[src/rtl/sha256_msg_padder.sv]
// SHA-256 single-block padder: reads the message from SRAM and streams W0..W15 as 32-bit words.
// Each word is valid 5 cycles after go or after the previous handshake; valid holds and SRAM reads stall while ready is low.
module sha256_msg_padder #(
   parameter int MAX_MESSAGE_LENGTH = 55,
   parameter int SYMBOL_WIDTH       = 8
) (
   input  logic                                  clk,
   input  logic                                  reset,
   input  logic                                  xxx__dut__go,
   input  logic [$clog2(MAX_MESSAGE_LENGTH):0]   xxx__dut__msg_length,
   output logic [$clog2(MAX_MESSAGE_LENGTH)-1:0] dut__msg__address,
   output logic                                  dut__msg__enable,
   output logic                                  dut__msg__write,
   input  logic [SYMBOL_WIDTH-1:0]               msg__dut__data,
   output logic                                  pad__core__valid,
   input  logic                                  core__pad__ready,
   output logic [31:0]                           pad__core__data,
   output logic [3:0]                            pad__core__index,
   output logic                                  pad__core__last,
   output logic                                  pad__xxx__busy,
   output logic                                  pad__xxx__done
);

   localparam int LW = $clog2(MAX_MESSAGE_LENGTH) + 1;
   localparam int AW = $clog2(MAX_MESSAGE_LENGTH);

   typedef enum logic [1:0] {S_IDLE, S_FETCH, S_PRESENT, S_DONE} state_t;

   state_t          state_q;
   logic [LW-1:0]   len_q;
   logic [3:0]      k_q;
   logic [2:0]      phase_q;
   logic [23:0]     word_q;
   logic [AW-1:0]   addr_q;
   logic            en_q;
   logic            valid_q;
   logic [31:0]     data_q;
   logic [3:0]      index_q;
   logic            last_q;
   logic            busy_q;
   logic            done_q;

   logic [LW-1:0]   len_clamp;
   logic [5:0]      byte_idx;
   logic [5:0]      fetch_idx;
   logic [5:0]      next_word_idx;
   logic [63:0]     bit_len;
   logic [5:0]      len_shift;
   logic [7:0]      pad_byte;
   logic [23:0]     word_d;

   always_comb begin
      len_clamp     = (xxx__dut__msg_length > LW'(MAX_MESSAGE_LENGTH)) ? LW'(MAX_MESSAGE_LENGTH)
                                                                      : xxx__dut__msg_length;
      // Byte being captured lags the phase by one: SRAM data returns a cycle after the read.
      byte_idx      = {k_q, 2'(phase_q - 3'd1)};
      fetch_idx     = {k_q, 2'(phase_q[1:0] + 2'd1)};
      next_word_idx = {4'(k_q + 4'd1), 2'b00};
      bit_len       = 64'(len_q) << 3;
      len_shift     = {3'(6'd63 - byte_idx), 3'b000};
      pad_byte      = 8'h00;
      if (LW'(byte_idx) < len_q) begin
         pad_byte = 8'(msg__dut__data);
      end else if (LW'(byte_idx) == len_q) begin
         pad_byte = 8'h80;
      end else if (byte_idx >= 6'd56) begin
         pad_byte = 8'(bit_len >> len_shift);
      end
      word_d        = {word_q[15:0], pad_byte};
   end

   always_ff @(posedge clk or posedge reset) begin
      if (reset) begin
         state_q <= S_IDLE;
         len_q   <= '0;
         k_q     <= '0;
         phase_q <= '0;
         word_q  <= '0;
         addr_q  <= '0;
         en_q    <= 1'b0;
         valid_q <= 1'b0;
         data_q  <= '0;
         index_q <= '0;
         last_q  <= 1'b0;
         busy_q  <= 1'b0;
         done_q  <= 1'b0;
      end else begin
         case (state_q)
            // DONE also samples go so a held go restarts on the cycle DONE is left.
            S_IDLE, S_DONE: begin
               done_q  <= 1'b0;
               state_q <= S_IDLE;
               if (state_q == S_DONE) begin
                  busy_q <= 1'b0;
               end
               if (xxx__dut__go) begin
                  state_q <= S_FETCH;
                  busy_q  <= 1'b1;
                  len_q   <= len_clamp;
                  k_q     <= '0;
                  phase_q <= '0;
                  if (len_clamp != '0) begin
                     en_q   <= 1'b1;
                     addr_q <= '0;
                  end
               end
            end
            S_FETCH: begin
               if (phase_q != 3'd0) begin
                  word_q <= word_d;
               end
               if (phase_q == 3'd4) begin
                  state_q <= S_PRESENT;
                  valid_q <= 1'b1;
                  data_q  <= {word_q, pad_byte};
                  index_q <= k_q;
                  last_q  <= (k_q == 4'd15);
               end else begin
                  phase_q <= phase_q + 3'd1;
                  if (phase_q != 3'd3 && LW'(fetch_idx) < len_q) begin
                     en_q   <= 1'b1;
                     addr_q <= AW'(fetch_idx);
                  end else begin
                     en_q <= 1'b0;
                  end
               end
            end
            S_PRESENT: begin
               if (core__pad__ready) begin
                  valid_q <= 1'b0;
                  last_q  <= 1'b0;
                  if (k_q == 4'd15) begin
                     state_q <= S_DONE;
                     done_q  <= 1'b1;
                  end else begin
                     state_q <= S_FETCH;
                     k_q     <= k_q + 4'd1;
                     phase_q <= '0;
                     if (LW'(next_word_idx) < len_q) begin
                        en_q   <= 1'b1;
                        addr_q <= AW'(next_word_idx);
                     end
                  end
               end
            end
            default: state_q <= S_IDLE;
         endcase
      end
   end

   assign dut__msg__address = addr_q;
   assign dut__msg__enable  = en_q;
   assign dut__msg__write   = 1'b0;
   assign pad__core__valid  = valid_q;
   assign pad__core__data   = data_q;
   assign pad__core__index  = index_q;
   assign pad__core__last   = last_q;
   assign pad__xxx__busy    = busy_q;
   assign pad__xxx__done    = done_q;

endmodule

[config.mk]
export PLATFORM = sky130hd
export DESIGN_NAME = sha256_msg_padder
export DESIGN_NICKNAME = d
export VERILOG_FILES = /design/src/rtl/sha256_msg_padder.sv
export SDC_FILE = /design/constraint.sdc
export NUM_CORES = 1
export LEC_CHECK = 0
export ABC_CLOCK_PERIOD_IN_PS = 2880
export CORE_MARGIN = 5
export CORE_UTILIZATION = 48
export CTS_CLUSTER_DIAMETER = 150
export CTS_CLUSTER_SIZE = 20
export DETAILED_ROUTE_END_ITERATION = 12
export GPL_ROUTABILITY_DRIVEN = 0
export PLACE_DENSITY = 0.78
export SYNTH_ARGS = -nofsm -noshare
export SYNTH_HDL_FRONTEND = slang
export SYNTH_SLANG_ARGS = --single-unit
export TNS_END_PERCENT = 50
[constraint.sdc]
create_clock -name clk -period 2.88 [get_ports clk]
set_input_delay 0.576 -clock clk [delete_from_list [all_inputs] [get_ports clk]]
set_output_delay 0.576 -clock clk [all_outputs]
set_load 0.05 [all_outputs]
# [Yosys cells after proc, flatten, opt, wreduce, memory -nomap -nowiden]
# Index checks and enable logic that the tools add are counted.
[word_totals] regBits=87 input_bits=19 elab_cells=103 out_inout_bits=48
[classes] magnitude_cmp=5 n_shift=1 add_sub_neg=5 reduce_logical=19 n_eq_ne=16 muxes=44
[op_table] operator="$mux 6" count=7
[op_table] operator="$mux 8" count=3
[op_table] operator="$lt 6x7->1" count=3
[op_table] operator="$ne 2x2->1 const B" count=9
[op_table] operator="$pmux 6 s3" count=1
[op_table] operator="$mux 1" count=15
[op_table] operator="$mux 3" count=4
[op_table] operator="$mux 4" count=3
[op_table] operator="$reduce_and 2->1" count=5
[op_table] operator="$shr 10x6->8" count=1
[op_table] operator="$pmux 3 s3" count=1
[op_table] operator="$pmux 4 s2" count=1
[op_table] operator="$reduce_and 4->1" count=2
[op_table] operator="$eq 6x7->1" count=1
[op_table] operator="$gt 7x6->1 const B" count=1
[op_table] operator="$mux 7" count=1
[op_table] operator="$reduce_and 7->1" count=1
[op_table] operator="$reduce_bool 7->1" count=1
[op_table] operator="$ge 6x6->1 const B" count=1
[op_table] operator="$mux 2" count=3
[op_table] operator="$pmux 1 s2" count=3
[op_table] operator="$pmux 2 s3" count=1
[op_table] operator="$reduce_and 3->1" count=2
[op_table] operator="$reduce_and 6->1" count=1
[op_table] operator="other kinds (16)" count=19

# [Longest topological paths before layout]
[depth] ltp_word=6 ltp_mapped=9 depth_no_buf=9

# [Least setup slack after synthesis]
# OpenSTA, ideal clock, no wires.
[synth_timing] path_type="register -> register" from="reg k_q[0]" to="reg addr_q[0], in the netlist dut__msg__address[0]" setup_time_ns=0.125 path_stages_with_launch=9 n_path_buf=0 required_ns=2.755 path_slack_ns=0.576 t_arrival_ns=2.179 synth_period_minus_slack_ns=2.304 cell_sequence="dfrtp_1 > ha_1 > xor2_1 > ha_1 > nand2_1 > a2111oi_2 > nor4_4 > nand2_4 > mux2_4"
[synth_via] elab_chain_cells=4 word_cells_on_any_way=9 cone_classes="add/sub (1); order compare (2); eq/ne (4); reduce/logical (2)"
[synth_rtl] item="start: declaration" line_no="31" source="logic [3:0] k_q;"
[synth_rtl] item="start signal: assignment" line_no="137" source="k_q <= k_q + 4'd1;"
[synth_rtl] item="$add 4x1->4 / $lt 6x7->1 (equally long branches)" line_no="58, 120"
[synth_rtl] item="$lt 6x7->1 / $logic_and 1x1->1 (equally long branches)" line_no="139, 120"
[synth_rtl] item="$ne 2x2->1 (no source line)"
[synth_rtl] item="$reduce_and 7->1 (no source line) *"
[synth_rtl] item="end signal: assignment" line_no="122" source="addr_q <= AW'(fetch_idx);"
[synth_rtl] item="end signal: assignment" line_no="141" source="addr_q <= AW'(next_word_idx);"
[synth_rtl] item="end: declaration" line_no="34" source="logic [AW-1:0] addr_q;"
# Every way passes the cells marked *; elsewhere a longest branch is shown, timed or not.
# A chain may end at the register's enable or synchronous reset.

# [Worst setup path in the final report]
[layout_timing] from="reg phase_q[0]" to="reg addr_q[3], in the netlist dut__msg__address[3]"
[layout_via] elab_chain_cells=5 word_cells_on_any_way=8 cone_classes="add/sub (1); order compare (1); eq/ne (4); reduce/logical (2)"
[layout_rtl] item="start: declaration" line_no="32" source="logic [2:0] phase_q;"
[layout_rtl] item="start signal: assignment" line_no="119" source="phase_q <= phase_q + 3'd1;"
[layout_rtl] item="$add 2x1->2" line_no="57" source="fetch_idx = {k_q, 2'(phase_q[1:0] + 2'd1)};"
[layout_rtl] item="$lt 6x7->1" line_no="120" source="if (phase_q != 3'd3 && LW'(fetch_idx) < len_q) begin"
[layout_rtl] item="$logic_and 1x1->1" line_no="120"
[layout_rtl] item="$ne 2x2->1 (no source line)"
[layout_rtl] item="$reduce_and 7->1 (no source line) *"
# Marks and branches as above.

==> impl_metrics.csv <==
group,metric,value,unit
status,status,"finished clean",
drt,viasPerCell,5.40,
power_and_ir_drop,p_int,3.04,mW
drt,routed_wl,9920,um
power_and_ir_drop,combPwrFrac,46.6,%
timing,max_clock_freq,0.394,GHz
flow_run,drv_cap,0,
grt,met3_usage,4.13,%
clocking,clockBufferDepth,2,
grt,use_met1,26.5,%
worst_setup_path,critical-path-max-stage-delay,0.46,ns
power_and_ir_drop,ir_drop,0.519,mV
floorplan,die_area,10600,um2
yosys,ys.flop_type,"dfrtp_1",
worst_setup_path,worstSetupStartpointType,"flop",
power_and_ir_drop,power.density,1080,nW/um2
yosys,syn_area,4140,um2
timing,fin_worst_skew,0.0133,ns
clocking,cts_hold_buf,0,
timing,post-route-min-period,2.53,ns
yosys,synth_common_cells,"155 x nand2_1, 87 x dfrtp_1, 23 x nor2_1, 19 x ha_1, 19 x inv_1",
floorplan,die_height,103,um
grt,grtUsageMet2,33.9,%
clocking,post-cts-setup-buffers,0,
drt,wl_per_cell,16.0,um
floorplan,fp.dieW,103,um
drt,drtAntennaViolNets,0,
yosys,synth_top_area_share,52.6,%
power_and_ir_drop,netSwitchingPower,2.51,mW
floorplan,num_rows,33,
power_and_ir_drop,power_frac_seq,35.2,%
finish,diodes,0,
worst_setup_path,worstSetupPathType,"reg2reg",
clocking,clkTransAtPathRegs,0.10,ns
yosys,syn-mean-instance-area,9.36,um2
grt,grt_pass1_vias,3472,
min_path,hold_path.class,"reg2reg",
grt,antenna_found_initial,0,
grt,grt_busiest_layer,"met2",
power_and_ir_drop,p_sw_share,45.2,%
yosys,synth.distinct_cells,55,
worst_setup_path,arrival,2.78,ns
finish,syn2layout_area_growth,24.5,%
power_and_ir_drop,power.total,5.54,mW
worst_setup_path,crit_required,3.13,ns
clocking,clk_latency,0.37,ns
yosys,ys_ff_latch,87,
yosys,synthCells,442,
worst_setup_path,cp_max_fo,6,
grt,grt.total_usage,20.3,%
placed_design,io_buffers,65,
worst_setup_path,end_kind,"flop",
drt,dr.pass1.iters,4,
grt,grt.overflow.total,0,
drt,drc,0,
worst_setup_path,cp_slowest_cell,"dfrtp_1",
timing,relSlewSlack,44.6,%
timing,max_slew.worst_pin.slew,0.830,ns
power_and_ir_drop,power_frac_clock,18.2,%
floorplan,ios,67,
timing,setup_viol,0,
clocking,cts-resized-gates,0,
clocking,htree_levels,3,
yosys,synth_edf_count,0,
floorplan,start_util,49.9,%
timing,hold_violations,0,
timing,rsz0062_at_grt,"no",
drt,vias,3347,
yosys,async_reset_ff_share,100,%
clocking,root_buffer,"clkbuf_8",
clocking,numCtsBuffers,9,
worst_setup_path,crit_top_cell,"ha_1",
finish,drive_gt1_share,8.93,%
yosys,ys_warn_count,0,
placed_design,dp_hpwl,7200,um
worst_setup_path,cp_top_family,"adder cells",
yosys,yosysTopAreaCell,"dfrtp_1",
worst_setup_path,worst-path-buf-inv,1,
timing,fin_tns_setup,0,ns
timing,timing.final.crit_share,88.0,%
yosys,synth_nets,480,
drt,first_iter_violations,160,
grt,grt_max_degree,48,
yosys,yosysSeqAreaShare,52.6,%
yosys,synth.most_common_cell,"nand2_1",
clocking,cts_tree,"yes",
grt,grt_pass1_wl,16800,um
floorplan,coreArea,8300,um2
clocking,clock-sinks,87,
yosys,synth_area_leaders,"dfrtp_1 53%, nand2_1 14%, ha_1 5.7%, nor2_1 2.1%, a21oi_1 1.8%",
finish,final_nets,548,
worst_setup_path,crit_chain,"inv_1 -> ha_1 -> ha_1 -> or3b_1 -> a31oi_1 -> o31ai_4 -> nand2_4 -> mux2_4",
power_and_ir_drop,p_leak,2.46,nW
timing,drv_slew,0,
## registers in the layout, summed over array words and instances (netlist names)
| name | count |
|---|---|
| dut__msg__address | 6 |
| dut__msg__enable | 1 |
| k_q | 4 |
| len_q | 7 |
| pad__core__data | 32 |
| pad__core__index | 4 |
| pad__core__last | 1 |
| pad__core__valid | 1 |
| pad__xxx__busy | 1 |
| pad__xxx__done | 1 |
| phase_q | 3 |
| state_q | 2 |
| word_q | 24 |
## tightest hold or removal path, cell delays in order, from the launching register on
cell	delay, ns
dfrtp_1	0.35
nand2_1	0.05
nand2_1	0.05
## through the flow
step           area, um2  setup WS (ns)  utilization (%)  std cells  hold WS (ns)
5_1_grt             5150          0.189             62.1        620         0.509
6_report            5150          0.345             62.1        620         0.481
3_3_place_gp        4920          0.434             59.3        604         0.450
4_1_cts             5150          0.354             62.1        620         0.480
2_1_floorplan       4140         0.0538                -        442         0.439
3_5_place_dp        4920          0.373             59.3        604         0.457
## final cells by class
cell class	count	area [um2]
sequential	87	2180
tap	105	131
multi-input combinational	316	1780
inverter	21	93.8
timing repair buffer	75	738
clock inverter	7	110
clock buffer	9	124
fill	700	3150
## cells in the final DEF, fill, tap and decap left out, types with 11 or more instances in the layout
cell type        instances
dfrtp_1                 87
o21ai_1                 11
inv_1                   18
nand2_1                155
ha_1                    19
o21ai_0                 11
a31oi_1                 12
nand3_1                 14
a21oi_1                 14
nor2_1                  22
clkdlybuf4s50_1         65
## cells by family after synthesis
logic type | synth area share, %
AO/OA/AOI/OAI | 12.0
flip-flops | 52.6
AND/OR/NAND/NOR | 22.6
XOR/XNOR | 0.423
adder cells (fa/ha/maj) | 5.74
other | 0.0906
multiplexers | 2.06
buffers and inverters | 4.56
## power groups by stage
stage          Clock, mW  Combinational (mW)  Sequential (mW)
6_report            1.01                2.58             1.95
3_3_place_gp           0                2.51             1.96
4_1_cts             1.01                2.60             1.95
3_5_place_dp           0                2.57             1.97
2_1_floorplan          0                1.17             2.57
5_1_grt             1.07                2.82             2.01
## per-layer routing
metal | vias up | wire [um]
met4 | 0 | 207
met3 | 21 | 424
met5 | - | 0
met2 | 91 | 4960
met1 | 1621 | 4330
li1 | 1614 | -
## worst paths after layout
kind	startpoint	to	slack, ns	cells past startpoint
worst max-delay path	phase_q[0]	dut__msg__address[3]	0.35	8
max in group asynchronous	reset	pad__core__data[28]	1.56	3
worst max register to register	phase_q[0]	dut__msg__address[3]	0.35	8
worst min-delay path	word_q[17]	pad__core__data[25]	0.48	2
min in group asynchronous	reset	pad__core__data[13]	0.67	2
worst min register to register	word_q[17]	pad__core__data[25]	0.48	2
Power figures use the tool's default switching activity.
